### src/rtl/victim_fill_queue.sv
// Eviction FIFO feeding the victim cache request port; core reads win unless the queue is full. Optional VFQ_DUP_MERGE_EN.
// Latency: a pushed block is issuable the next cycle; evict_valid follows a write issue by EVICT_LAT cycles.
// Backpressure: enq_ready drops on registered full occupancy; rd_stall asserts when a full queue forces a write over a read.
module victim_fill_queue #(
    parameter int DEPTH     = 4,
    parameter int EVICT_LAT = 3
) (
    input  logic                     clk,
    input  logic                     reset,
    input  logic                     enq_valid,
    output logic                     enq_ready,
    input  logic [11:0]              enq_page_offset,
    input  logic [43:0]              enq_ptag,
    input  logic [511:0]             enq_data,
    input  logic                     rd_req,
    input  logic [11:0]              rd_page_offset,
    input  logic [43:0]              rd_ptag,
    input  logic                     rd_tlb_miss,
    output logic                     rd_stall,
    output logic [11:0]              vc_page_offset,
    output logic [511:0]             vc_data_in,
    output logic                     vc_write_en,
    output logic [43:0]              vc_phys_tag,
    output logic                     vc_tlb_miss,
    output logic                     evict_valid,
    output logic [$clog2(DEPTH):0]   count
);
    localparam int PW = $clog2(DEPTH);
    localparam int CW = PW + 1;

    localparam logic [1:0] P2_IDLE = 2'd0;
    localparam logic [1:0] P2_RD   = 2'd1;
    localparam logic [1:0] P2_WR   = 2'd2;

    logic [11:0]          mem_off [DEPTH];
    logic [43:0]          mem_tag [DEPTH];
    logic [511:0]         mem_dat [DEPTH];
    logic [PW-1:0]        head;
    logic [PW-1:0]        tail;
    logic [1:0]           p2_sel;
    logic [43:0]          p2_tag;
    logic [EVICT_LAT-1:0] evict_sr;

    logic          full;
    logic          issue_wr;
    logic          push;
    logic          wr_en;
    logic [PW-1:0] wr_idx;

    always_comb begin
        full     = (count == CW'(DEPTH));
        issue_wr = (count != '0) && (!rd_req || full);
    end

`ifdef VFQ_DUP_MERGE_EN
    logic [PW-1:0] rel [DEPTH];
    logic          match;
    logic [PW-1:0] match_idx;

    // rel is the slot's distance from head; slots closer than count are occupied.
    always_comb begin
        match     = 1'b0;
        match_idx = '0;
        for (int i = 0; i < DEPTH; i++) begin
            rel[i] = PW'(i) - head;
            if (({1'b0, rel[i]} < count) &&
                (mem_tag[i] == enq_ptag) &&
                (mem_off[i][11:6] == enq_page_offset[11:6]) &&
                !(issue_wr && (PW'(i) == head))) begin
                match     = 1'b1;
                match_idx = PW'(i);
            end
        end
    end

    always_comb begin
        enq_ready = reset && (!full || match);
        wr_en     = enq_valid && enq_ready;
        push      = wr_en && !match;
        wr_idx    = match ? match_idx : tail;
    end
`else
    always_comb begin
        enq_ready = reset && !full;
        push      = enq_valid && enq_ready;
        wr_en     = push;
        wr_idx    = tail;
    end
`endif

    always_ff @(posedge clk) begin
        if (wr_en) begin
            mem_off[wr_idx] <= enq_page_offset;
            mem_tag[wr_idx] <= enq_ptag;
            mem_dat[wr_idx] <= enq_data;
        end
    end

    always_ff @(posedge clk or negedge reset) begin
        if (!reset) begin
            head     <= '0;
            tail     <= '0;
            count    <= '0;
            p2_sel   <= P2_IDLE;
            p2_tag   <= '0;
            evict_sr <= '0;
        end else begin
            if (push)
                tail <= tail + 1'b1;
            if (issue_wr) begin
                head   <= head + 1'b1;
                p2_tag <= mem_tag[head];
            end
            count    <= count + CW'(push) - CW'(issue_wr);
            p2_sel   <= issue_wr ? P2_WR : (rd_req ? P2_RD : P2_IDLE);
            evict_sr <= EVICT_LAT'({evict_sr, issue_wr});
        end
    end

    // The victim cache samples tag/TLB-miss one cycle after the request it belongs to.
    always_comb begin
        vc_write_en    = issue_wr;
        vc_page_offset = issue_wr ? mem_off[head] : rd_page_offset;
        vc_data_in     = mem_dat[head];
        rd_stall       = rd_req && issue_wr;
        evict_valid    = evict_sr[EVICT_LAT-1];
        case (p2_sel)
            P2_WR: begin
                vc_phys_tag = p2_tag;
                vc_tlb_miss = 1'b0;
            end
            P2_RD: begin
                vc_phys_tag = rd_ptag;
                vc_tlb_miss = rd_tlb_miss;
            end
            default: begin
                vc_phys_tag = '0;
                vc_tlb_miss = 1'b0;
            end
        endcase
    end
endmodule

### config.mk
export PLATFORM = sky130hd
export DESIGN_NAME = victim_fill_queue
export DESIGN_NICKNAME = d
export VERILOG_FILES = /design/src/rtl/victim_fill_queue.sv
export SDC_FILE = /design/constraint.sdc
export NUM_CORES = 2
export LEC_CHECK = 0
export BUFFER_PORTS_ARGS = -buffer_cell sky130_fd_sc_hd__buf_2
export CAP_MARGIN = 10
export CORE_MARGIN = 2
export CORE_UTILIZATION = 25
export DETAILED_ROUTE_END_ITERATION = 12
export GPL_ROUTABILITY_DRIVEN = 0
export SYNTH_ARGS = -nofsm -noshare
export SYNTH_HDL_FRONTEND = slang
export SYNTH_SLANG_ARGS = --single-unit
### constraint.sdc
create_clock -name clk -period 26.7 [get_ports clk]
set_input_delay 2.67 -clock clk [delete_from_list [all_inputs] [get_ports clk]]
set_output_delay 2.67 -clock clk [all_outputs]
set_load 0.05 [all_outputs]
### Word-level counts from Yosys, hierarchy flattened

Memory sizes are Yosys's and may differ from the RTL's. A register that Yosys moved wholly into a read port is not among the register bits.
Cells that the tools add are included.

* bits in registers: 12
* memory bits (writable): 2272
* bits of input ports: 629
* word-level logic and storage cells: 31
* memories kept: 3

Memory list
* mem_dat: depth 4, width 512, read ports 1, clocked after Yosys merged registers in 0, write ports 1, line 37 `logic [511:0] mem_dat [DEPTH];`
* mem_tag: depth 4, width 44, read ports 1, clocked after Yosys merged registers in 1, write ports 1, line 36 `logic [43:0] mem_tag [DEPTH];`
* mem_off: depth 4, width 12, read ports 1, clocked after Yosys merged registers in 0, write ports 1, line 35 `logic [11:0] mem_off [DEPTH];`

* add/subtract/negate cells: 4
* equality and inequality tests: 3
* mux-type cells: 7
* reduce and logical (&&, ||, !) cells: 9

Operators with widths (count)
* 44-bit case mux with 2 select lines: 1
* 12-bit two-way mux: 1
* 2-bit by 1-bit adder with 2-bit output, second input constant: 2
* 1-bit logical AND: 4
* 1-bit two-way mux: 4
* 3-bit by 1-bit adder with 3-bit output: 1
* 3-bit equality test, second input constant: 1
* 1-bit zero test: 3
* 3-bit nonzero test: 1
* 3-bit by 1-bit subtractor with 3-bit output: 1
* 2-bit by 1-bit equality test with 1-bit output, second input constant: 1
* 2-bit equality test, second input constant: 1
* 2-bit two-way mux: 1
* 1-bit logical OR: 1

### Logic depth before layout (Yosys ltp)

* word-level depth: 6
* depth in mapped cells: 10

### Worst setup path after synthesis

OpenSTA, ideal clock, no wires.

* path type: input port to flip-flop
* start: input enq_valid
* end: memory mem_dat[0][0] (enable)
* library setup time: 1.008 ns
* arrival: 15.874 ns
* data required time: 25.692 ns
* path slack: 9.818 ns
* cell stages on the path: 3
* buffers on the path: 1
* cell sequence: and3_1 clkbuf_1 and2_1

* longest elaborated chain between the ends: 3

Ends and longest elaborated chain
* from (decl): line 10 `input logic enq_valid,`
* 1-bit logical AND: line 85 `push = enq_valid && enq_ready;`
* 1-bit two-way mux: line 92 `if (wr_en) begin`
* 1-bit two-way mux (implied by the code): line 95 `mem_dat[wr_idx] <= enq_data;`
* to (decl): line 37

Every way passes these cells.

### Worst setup path in the final report

* start: register head[0]
* end: output vc_data_in[467]

* longest elaborated chain between the ends: 1

Ends and longest elaborated chain
* from (decl): line 38 `logic [PW-1:0] head;`
* from (signal assigned): line 111 `head <= head + 1'b1;`
* memory 4 x 512 bit
* to (decl): line 21 `output logic [511:0] vc_data_in,`

Every way passes these cells.

==> metrics <==
Worst VDD drop=0.09517 mV; CTS sink cnt=2327; layout cells sized above 1=47.23%; clock skew=0.05764 ns; Final Power=12820 uW; fin worst setup slack=17.30 ns; most frequent cells after synthesis=edfxtp_1 (2272), mux4_2 (568), dfrtp_1 (55); first-pass GRT wire length=321900 um; Slew headroom=28.69%; FF-to-FF path depth=8; DR vias/cell=4.303; top_reg_cell synth=edfxtp_1; Pleak=0.03478 uW; Async S/R FF share, synth=2.364%; Post-route DRC=0; post-cts resize count=0; CTS root buf=clkbuf_16; htree depth=5; drt first pass iters=6; dpl ws=17.67 ns; hold path startpoint=evict_sr[1]; WHS Path Cells=0; routed length per instance=24.98 um; Post-synth EDFFs=2272; reg-to-reg endpoint=mem_dat[0][465]; Tmin final=9.396 ns; # rows=213; die width=586.1 um; CP Capture Type=primary output; Yosys top cell area share=80.53%; Seq/Total Area, Yosys=82.15%; input/output buffers=1204; Slew Viols, Final=0; critical path data required time=24.03 ns; CTS Buffer Depth=4; nets@finish=5248; worst slew pin tran=1.070 ns; dpl hpwl=161500 um; initial antenna violation count=180; register area=69610 um^2; post-synth top area cell=edfxtp_1; Die Ht=586.1 um; GRT Overall Usage=13.11%; status=complete, no violations; cts hold-fix bufs=0; RSZ-0062 raised after global routing=no; final setup TNS=0 ns; antenna-violating nets left=0; Crit Path Max Fanout=98; pin count of the biggest net entering global routing=131; crit path kind=reg -> out; Post-CTS Setup Inserts=0; number of top-level pins=1205; most numerous cell in the Yosys netlist=edfxtp_1; Inserted Clock Buffers=265; Min-Delay Endpoint=evict_sr[2]; syn_nets=3863; Max Fclk=106.4 MHz; cell count after synthesis=3225; Synth Area per Inst=26.27 um^2; die area=343600 um^2; CORE AREA=336900 um^2; clock-pin slew on the worst setup and hold paths=0.06 ns; register bit total from synthesis=2327; Synth cell types=25; final setup violation count=0; final wirelength=234800 um; final global-route overflow total=0; multi-input logic area=14270 um^2; CTS tree=built; effective utilization at floorplan=25.15%; Pwr Density=122.3 nW/um^2; Hold/Removal Path Class=reg -> reg; Iteration-0 DRC Markers=2838; Yosys warnings=0; RR Startpoint=count[1]; Synth Cell Area=84720 um^2; Hold Slack=0.4022 ns; Final Hold Fails=0; via count=40.45k; Area Growth Syn to Fin=23.71%; startpoint types=flip-flop; Final Cycle Share=35.19%; max-cap viol count=0; FILL cells=32.32k; clk_lat worst skew=0.86 ns; number of global-route vias before repair=42.07k; largest cells by area after synthesis=edfxtp_1 (81%), mux4_2 (15%), dfrtp_1 (1.6%); arrival time at the worst endpoint=6.73 ns; FF-to-FF setup slack=20.38 ns
worst max-delay path, cell delays in order (launching register included):
cell     delay [ns]
dfrtp_4        0.79
buf_12         0.55
buf_4          0.73
buf_4          0.76
buf_4          0.84
buf_4          0.82
mux4_2         0.61
buf_2          0.24
metrics by stage:
stage          utilization (%)  area, um^2  instances
3_3_place_gp             28.54       96130       8858
2_1_floorplan                -       84720       3225
6_report                 31.11      104800       9399
3_5_place_dp             28.54       96130       8858
4_1_cts                  31.06      104600       9332
5_1_grt                  31.09      104700       9375
power by group:
| part | switching, uW | leakage [uW] | internal [uW] |
|---|---|---|---|
| clock network | 1450 | 0.00414 | 2080 |
| registers | 133 | 0.0213 | 4460 |
| logic | 3370 | 0.00939 | 1320 |
| total | 4960 | 0.0348 | 7860 |
final cells by class:
type	count	share of cell area (%)
Timing Repair Buffer	1267	6.272
Clock inverter	144	1.402
Antenna cell	67	0.1600
Multi-Input combinational cell	741	13.62
Inverter	8	0.02865
Tap cell	4515	5.390
Sequential cell	2327	66.42
Clock buffer	330	6.712
state kept, by name, indices dropped and copies added (netlist names), 2 cells and up:
name	cells
mem_dat	2048
mem_tag	176
mem_off	48
p2_tag	44
count	3
evict_sr	3
head	2
tail	2
how the worst max path moves through the flow:
stage | from | end | cells after the start
after global routing | head[0] | vc_data_in[476] | 7
final | head[0] | vc_data_in[467] | 7
after global placement | reset | mem_dat[0][477] | 9
after detailed placement | reset | mem_dat[0][0] | 9
after floorplan | enq_valid | mem_dat[0][0] | 3
after CTS | head[0] | vc_data_in[98] | 7
metal layers:
metal  track usage, %  part of all wire, %  up-vias
met2            21.14                   48     1682
li1                 -                    -    16880
met5                0                 0.26        -
met1            14.77                   36    21190
met4            5.823                  4.3      100
met3            6.161                   11      598
cell usage in the layout, fill, tap and decap left out, types with 2 or more instances in the layout:
| cell type | n |
|---|---|
| edfxtp_1 | 2272 |
| buf_2 | 1204 |
| mux4_2 | 568 |
| clkbuf_16 | 272 |
| diode_2 | 67 |
| clkbuf_1 | 57 |
| buf_4 | 57 |
| dfrtp_1 | 53 |
| a22oi_1 | 44 |
| nor2_1 | 44 |
| clkinv_1 | 43 |
| clkinv_2 | 42 |
| mux2_2 | 39 |
| bufinv_16 | 20 |
| mux2_4 | 18 |
| inv_6 | 12 |
| inv_1 | 8 |
| clkinvlp_4 | 8 |
| ha_1 | 6 |
| buf_12 | 6 |
| clkinv_4 | 5 |
| and2_1 | 4 |
| and2_4 | 4 |
| inv_16 | 4 |
| clkinv_16 | 4 |
| clkinv_8 | 4 |
| xnor2_1 | 3 |
| xor2_1 | 2 |
| ha_2 | 2 |
| inv_8 | 2 |
| dfrtp_4 | 2 |
kinds of logic (layout without fill, tap and decap cells):
logic type | Yosys count | count (layout) | synth area share (%)
AOI/OAI and AO/OA | 46 | 46 | 0.4076
xor gates and xnor gates | 5 | 5 | 0.05170
adders and majority gates | 9 | 9 | 0.1418
buffers and inverters | 157 | 1749 | 1.020
DFF | 2327 | 2327 | 82.15
muxes | 625 | 625 | 15.94
other | 0 | 67 | 0
and+or+nand+nor | 56 | 56 | 0.2880
Note: power is estimated with default switching activity, not from simulation.
